==> config.mk <==
export PLATFORM = sky130hd
export DESIGN_NAME = demux_1a2_rr
export DESIGN_NICKNAME = d
export VERILOG_FILES = /design/src/rtl/demux_1a2_rr.sv
export SDC_FILE = /design/constraint.sdc
export NUM_CORES = 1
export LEC_CHECK = 0
export BUFFER_PORTS_ARGS = -buffer_cell sky130_fd_sc_hd__clkbuf_2
export CAP_MARGIN = 20
export CORE_UTILIZATION = 45
export DETAILED_ROUTE_END_ITERATION = 8
export PLACE_DENSITY_LB_ADDON = 0.08
export SETUP_SLACK_MARGIN = 0.2
export SKIP_CTS_REPAIR_TIMING = 1
export SYNTH_ARGS = -nofsm -noshare
export SYNTH_HDL_FRONTEND = slang
export SYNTH_SLANG_ARGS = --single-unit
==> constraint.sdc <==
create_clock -name clk -period 1.82 [get_ports clk]
set_input_delay 0.091 -clock clk [delete_from_list [all_inputs] [get_ports clk]]
set_output_delay 0.091 -clock clk [all_outputs]
set_load 0.02 [all_outputs]
==> src/rtl/demux_1a2_rr.sv <==
// 1:2 demultiplexer for an 8-bit valid/data stream, with a small FIFO per output channel.
// Words alternate ch0/ch1 by default; define DEMUX_ROUTE_BIT_EN to route each word by data_in[ROUTE_BIT].

module demux_1a2_rr_chan #(
  parameter int BUF_DEPTH = 2
) (
  input  logic       clk,
  input  logic       reset_L,
  input  logic       push,
  input  logic [7:0] data,
  input  logic       pause,
  output logic       full,
  output logic       valid_out,
  output logic [7:0] data_out
);

  localparam int PW = $clog2(BUF_DEPTH);
  localparam int CW = PW + 1;

  logic [7:0]    mem [BUF_DEPTH];
  logic [PW-1:0] rd_ptr;
  logic [PW-1:0] wr_ptr;
  logic [CW-1:0] count;
  logic          empty;
  logic          pop;
  logic          wr;

  assign empty = (count == '0);
  assign full  = (count == CW'(BUF_DEPTH));
  assign pop   = !pause && !empty;
  // An arriving word skips the buffer only when the channel is idle and free to emit.
  assign wr    = push && (pause || !empty);

  always_ff @(posedge clk or negedge reset_L) begin
    if (!reset_L) begin
      count     <= '0;
      rd_ptr    <= '0;
      wr_ptr    <= '0;
      valid_out <= 1'b0;
      data_out  <= 8'h00;
    end else begin
      valid_out <= 1'b0;
      data_out  <= 8'h00;
      if (!pause) begin
        if (!empty) begin
          valid_out <= 1'b1;
          data_out  <= mem[rd_ptr];
        end else if (push) begin
          valid_out <= 1'b1;
          data_out  <= data;
        end
      end
      if (pop) rd_ptr <= rd_ptr + PW'(1);
      if (wr)  wr_ptr <= wr_ptr + PW'(1);
      count <= count + CW'(wr) - CW'(pop);
    end
  end

  always_ff @(posedge clk) begin
    if (wr) mem[wr_ptr] <= data;
  end

endmodule

module demux_1a2_rr #(
  parameter int BUF_DEPTH = 2,
  parameter int ROUTE_BIT = 7
) (
  input  logic       clk,
  input  logic       reset_L,
  input  logic       valid_in,
  input  logic [7:0] data_in,
  output logic       ready_in,
  input  logic       pause_0,
  input  logic       pause_1,
  output logic       valid_out_0,
  output logic [7:0] data_out_0,
  output logic       valid_out_1,
  output logic [7:0] data_out_1
);

  if (BUF_DEPTH < 2 || (BUF_DEPTH & (BUF_DEPTH - 1)) != 0) begin : g_bad_depth
    $error("BUF_DEPTH must be a power of 2 and at least 2");
  end
  if (ROUTE_BIT < 0 || ROUTE_BIT > 7) begin : g_bad_route_bit
    $error("ROUTE_BIT must index the 8-bit data word");
  end

  logic selector;
  logic tgt;
  logic full_0;
  logic full_1;
  logic accept;
  logic push_0;
  logic push_1;

`ifdef DEMUX_ROUTE_BIT_EN
  assign tgt = data_in[ROUTE_BIT];

  always_ff @(posedge clk or negedge reset_L) begin
    if (!reset_L) selector <= 1'b0;
    else          selector <= selector;
  end
`else
  assign tgt = selector;

  always_ff @(posedge clk or negedge reset_L) begin
    if (!reset_L)    selector <= 1'b0;
    else if (accept) selector <= ~selector;
  end
`endif

  assign ready_in = reset_L && !(tgt ? full_1 : full_0);
  assign accept   = valid_in && ready_in;
  assign push_0   = accept && !tgt;
  assign push_1   = accept && tgt;

  demux_1a2_rr_chan #(.BUF_DEPTH(BUF_DEPTH)) u_ch0 (
    .clk       (clk),
    .reset_L   (reset_L),
    .push      (push_0),
    .data      (data_in),
    .pause     (pause_0),
    .full      (full_0),
    .valid_out (valid_out_0),
    .data_out  (data_out_0)
  );

  demux_1a2_rr_chan #(.BUF_DEPTH(BUF_DEPTH)) u_ch1 (
    .clk       (clk),
    .reset_L   (reset_L),
    .push      (push_1),
    .data      (data_in),
    .pause     (pause_1),
    .full      (full_1),
    .valid_out (valid_out_1),
    .data_out  (data_out_1)
  );

endmodule

# Yosys cells after proc, flatten, opt, wreduce, memory -nomap -nowiden
# Memories as Yosys holds them, arrays and structs flattened.
# Cells that the tools add are included.
# Widths: inputs -> output; s select.
[classes] n_reduce_logical=18 n_addsub=8 mux=17 n_bitwise=1 n_eq_ne=2
[op_table] op="$mux 8" count=6
[op_table] op="$mux 1" count=11
[op_table] op="$logic_and 1x1->1" count=8
[op_table] op="$logic_not 1->1" count=6
[op_table] op="$add 1x1->1 const B" count=4
[op_table] op="$add 2x1->2" count=2
[op_table] op="$eq 2x2->1 const B" count=2
[op_table] op="$logic_not 2->1" count=2
[op_table] op="$sub 2x1->2" count=2
[op_table] op="$logic_or 1x1->1" count=2
[op_table] op="$not 1->1" count=1
[word_totals] input_bits=13 out_inout_bits=19 regBits=27 ram_bits=32 n_memories=2
[mem_list] memory="u_ch0.mem" words=2 word_bits=8 read_ports=1 rd_ports_with_merged_regs=0 write_ports=1 line_no="20" text="logic [7:0] mem [BUF_DEPTH];"
[mem_list] memory="u_ch1.mem" words=2 word_bits=8 read_ports=1 rd_ports_with_merged_regs=0 write_ports=1 line_no="20"

# Longest topological paths before layout
[logic_depth] word_depth=9 mapped_depth=8

# By module
# From an unflattened synthesis, not the netlist that was laid out.
[unflattened] cells_unflattened=137 area_unflattened_um2=2327.2
[modules_own_cells] mod="demux_1a2_rr_chan" n_inst=2 area_per_inst_um2=1122.3 cells_per_inst=64 seq_area_each_um2=805.8
[modules_own_cells] mod="demux_1a2_rr" n_inst=1 area_per_inst_um2=82.6 cells_per_inst=9 seq_area_each_um2=25.0

# Worst setup path before layout
# Ideal clock, no wire load.
[synth_path] path_kind="reg-to-reg" start="register u_ch0.count[1]" end="register u_ch0.count[1]" arrival_ps=1668 path_stages_with_launch=9 setup_time_ps=128 path_buffers=1 slack_ps=24 path_cell_list="dfrtp_1 -> nor2_1 -> or2_1 -> buf_6 -> inv_1 -> ha_1 -> and4bb_4 -> a31o_1 -> o211ai_2"
[synth_rtl] item="from (decl)" line_no="23" text="logic [CW-1:0] count;"
[synth_rtl] item="from (signal assigned)" line_no="55" text="count <= count + CW'(wr) - CW'(pop);"
[synth_rtl] item="$logic_not 2->1" line_no="28" text="assign empty = (count == '0);"
[synth_rtl] item="$logic_not 1->1" line_no="30" text="assign pop = !pause && !empty;"
[synth_rtl] item="$logic_and 1x1->1" line_no="30"
[synth_rtl] item="net u_ch0.pop" line_no="25" text="logic pop;"
[synth_rtl] item="$sub 2x1->2" line_no="55"
# The timed path passes the listed nets, and every way through them passes these cells.
# A chain may end at the register's enable or synchronous reset.

# Final worst setup path
[layout_path] start="register u_ch0.count[0]" end="register u_ch0.count[1]"
# The elaborated chain is that of the path after synthesis.

==> metrics <==
outcome=finished, final reports clean; top cells by count, synth=32 x edfxtp_1, 27 x dfrtp_1, 15 x mux2i_1; sequential share of the synthesized area=0.693; drt wl/cell=17.0 um; Max Clk Rate=604 MHz; Tmin final=roughly 1700 ps; CTS tree=built; R2R Path Start=u_ch0.count[0]; WP data arrival=between 1500 and 2000 ps; Synth area leader=edfxtp_1; Min-Delay Endpoint=u_ch0.mem[0][2]; WP data required=just over 2000 ps; WP buf/inv=1; Finished Layout Cells=~290; total CTS buffers=9; Cell variety after synth=38; Max FO, Critical Path=6; Power Density=approximately 1600 nW/um2; Clock Skew=roughly 8.9 ps; Core ar.=about 4900 um2; Synth top area share=0.407; setup_tns=0 ps; vias in the first global route=around 1600; Die X=74.4 um; Clk pin slew, worst setup/hold paths=roughly 70 ps; ys async rst share=0.458; Post-Route WL=approximately 4900 um; GRT Max-Usage Layer=met2; # fillers=407; Post-synth EDFFs=32; slowest stage delay, CP=around 430 ps; most frequent cell after synthesis=edfxtp_1; #FFs+latches synth=59; Synth warnings=0; crit-path cells=nor2_4 > or2_1 > inv_2 > ha_4 > and4bb_4 > a31o_1 > o211ai_2; Root Buffer=clkbuf_8; max_slew headroom=0.674; synthesized cell area=~2400 um2; Global Route Usage Sum=0.195; Setup violations, final=0; met2 Track Usage GR=0.321; VDD IR max=1.08 mV; PortBufs=31; startpoint types=flop; Crit path max-delay family=simple AND/OR/NAND/NOR gates; die area=~5500 um2; Starting DRT DRC Count=115; Mapped Nets=175; Die H=about 74 um; via count=about 1500; Vias/cell=5.23; ys flop type=edfxtp_1; layout cells sized above 1=0.349; initial antenna violation count=0; H-tree levels=3; Syn-to-layout area delta=25.9%; fin. max-slew vios=0; crit path launch=u_ch0.count[0]; worst slew pin tran=approximately 490 ps; Mean Syn Cell Area=14.8 um2; Static Leak=between 1 and 1.5 nW; R2R Setup Slk=between 150 and 200 ps; hold depth=1; DRT antenna net count=0; GR Util met3=0.0461; R2R cell count=7; RSZ-0062 raised after global routing=true; r2r endpoint=u_ch0.count[1]; Bufs on Longest Clock Path=2; Syn Inst Count=160; first-pass GRT wire length=~7600 um; met1 Usage GRT=0.235; crit path max-delay cell type=dfrtp_2; placed insts=roughly 260; drt first pass iters=4; clock sink count=between 50 and 60; CP Capture Type=flop; Residual DRC=0; initial core utilization=0.484; gr ovfl total=0; largest net degree at the start of global routing=23; fin crit share=0.910; Final Wtd Congestion=between 0.8 and 0.9; Antenna Cells=0; final net count=approximately 230; hpwl dp=roughly 3300 um; Rows=25; critical path type=flop to flop; Max-Cap Viols=0; Hold Fails Final Rpt=0; worst min-delay path startpoint=data_in[2]; Clock Latency Late Sink=between 300 and 400 ps; I/O pins=32; Hold Crit Class=input port to flop; top post-synthesis cells by area=edfxtp_1 41%, dfrtp_1 29%, mux2i_1 6.4%
-- worst reg2reg max path, delay by kind of cell, from the launching register on --
family | cells | cell delay (ps)
buffers and inverters | 1 | 80
flip-flops | 1 | 430
AND/OR/NAND/NOR | 3 | 610
AO/OA/AOI/OAI | 2 | 220
adder cells (fa/ha/maj) | 1 | 200
-- kinds of logic after synthesis --
group	Yosys count	synth area share
buffers and inverters	15	0.0360
DFF	59	0.693
muxes	16	0.0684
and+or+nand+nor	31	0.0721
AOI/OAI and AO/OA	29	0.0869
adders and majority gates	2	0.0106
xor gates and xnor gates	8	0.0329
-- layer usage --
layer / wire, um / vias to the layer above
li1: - / 697
met1: 2010 / 740
met2: 2550 / 41
met3: 171 / 12
met4: 116 / 0
met5: 0 / -
-- placed cells by master, fill, tap and decap left out, types with 2 or more instances in the layout --
cell type	count
nand2_1	9
xor2_1	2
buf_4	11
nor2_4	2
dfrtp_1	25
inv_1	8
nand2b_1	2
dfrtp_2	2
nor2_1	5
or2_1	2
clkbuf_8	9
mux2i_1	15
bufinv_16	3
edfxtp_1	32
clkbuf_2	30
dlygate4sd3_1	4
a21oi_1	5
clkinv_2	2
nand3_1	3
o22ai_2	2
xnor2_1	5
o22ai_1	13
-- through the flow --
stage               setup WS (ps)  power [mW]  hold WS, ps  utilization  instance area [um2]
global placement              199        3.13         83.3        0.541                 2640
finish                        164        4.67         18.8        0.609                 2970
CTS                           103        4.61         -264        0.590                 2880
floorplan                    66.8        2.85         -205            -                 2380
global route                  112        4.91         9.93        0.609                 2970
detailed placement            110        3.19         89.8        0.541                 2640
-- worst max-delay path by stage --
stage / endpoint / slack (ps) / cells past startpoint
after CTS: u_ch0.count[1] / 100 / 7
final: u_ch0.count[1] / 160 / 7
after global routing: u_ch0.count[1] / 110 / 7
after global placement: u_ch0.count[1] / 200 / 7
after floorplan: u_ch0.count[1] / 70 / 8
after detailed placement: u_ch0.count[1] / 110 / 7
-- cell type report --
type | count | area (um2) | share of cell area
sequential | 59 | 1640 | 0.551
multi-input combinational | 86 | 667 | 0.224
timing repair buffer | 48 | 309 | 0.104
clock buffer | 9 | 124 | 0.0417
clock inverter | 7 | 116 | 0.0391
tap | 67 | 83.8 | 0.0282
inverter | 9 | 33.8 | 0.0114
-- registers in the layout (all words and copies together), names as in the netlist, 2 cells and up --
register        flops
u_ch1.data_out      8
u_ch0.data_out      8
u_ch1.mem          16
u_ch0.count         2
u_ch0.mem          16
u_ch1.count         2
-- power breakdown --
| group | switching (mW) | leakage, nW | internal, mW | total (mW) |
|---|---|---|---|---|
| logic | 0.694 | 0.525 | 0.606 | 1.30 |
| clock network | 0.515 | 0.119 | 0.906 | 1.42 |
| registers | 0.250 | 0.628 | 1.70 | 1.95 |
| total | 1.46 | 1.27 | 3.21 | 4.67 |
Note: power is estimated with default switching activity, not from simulation.
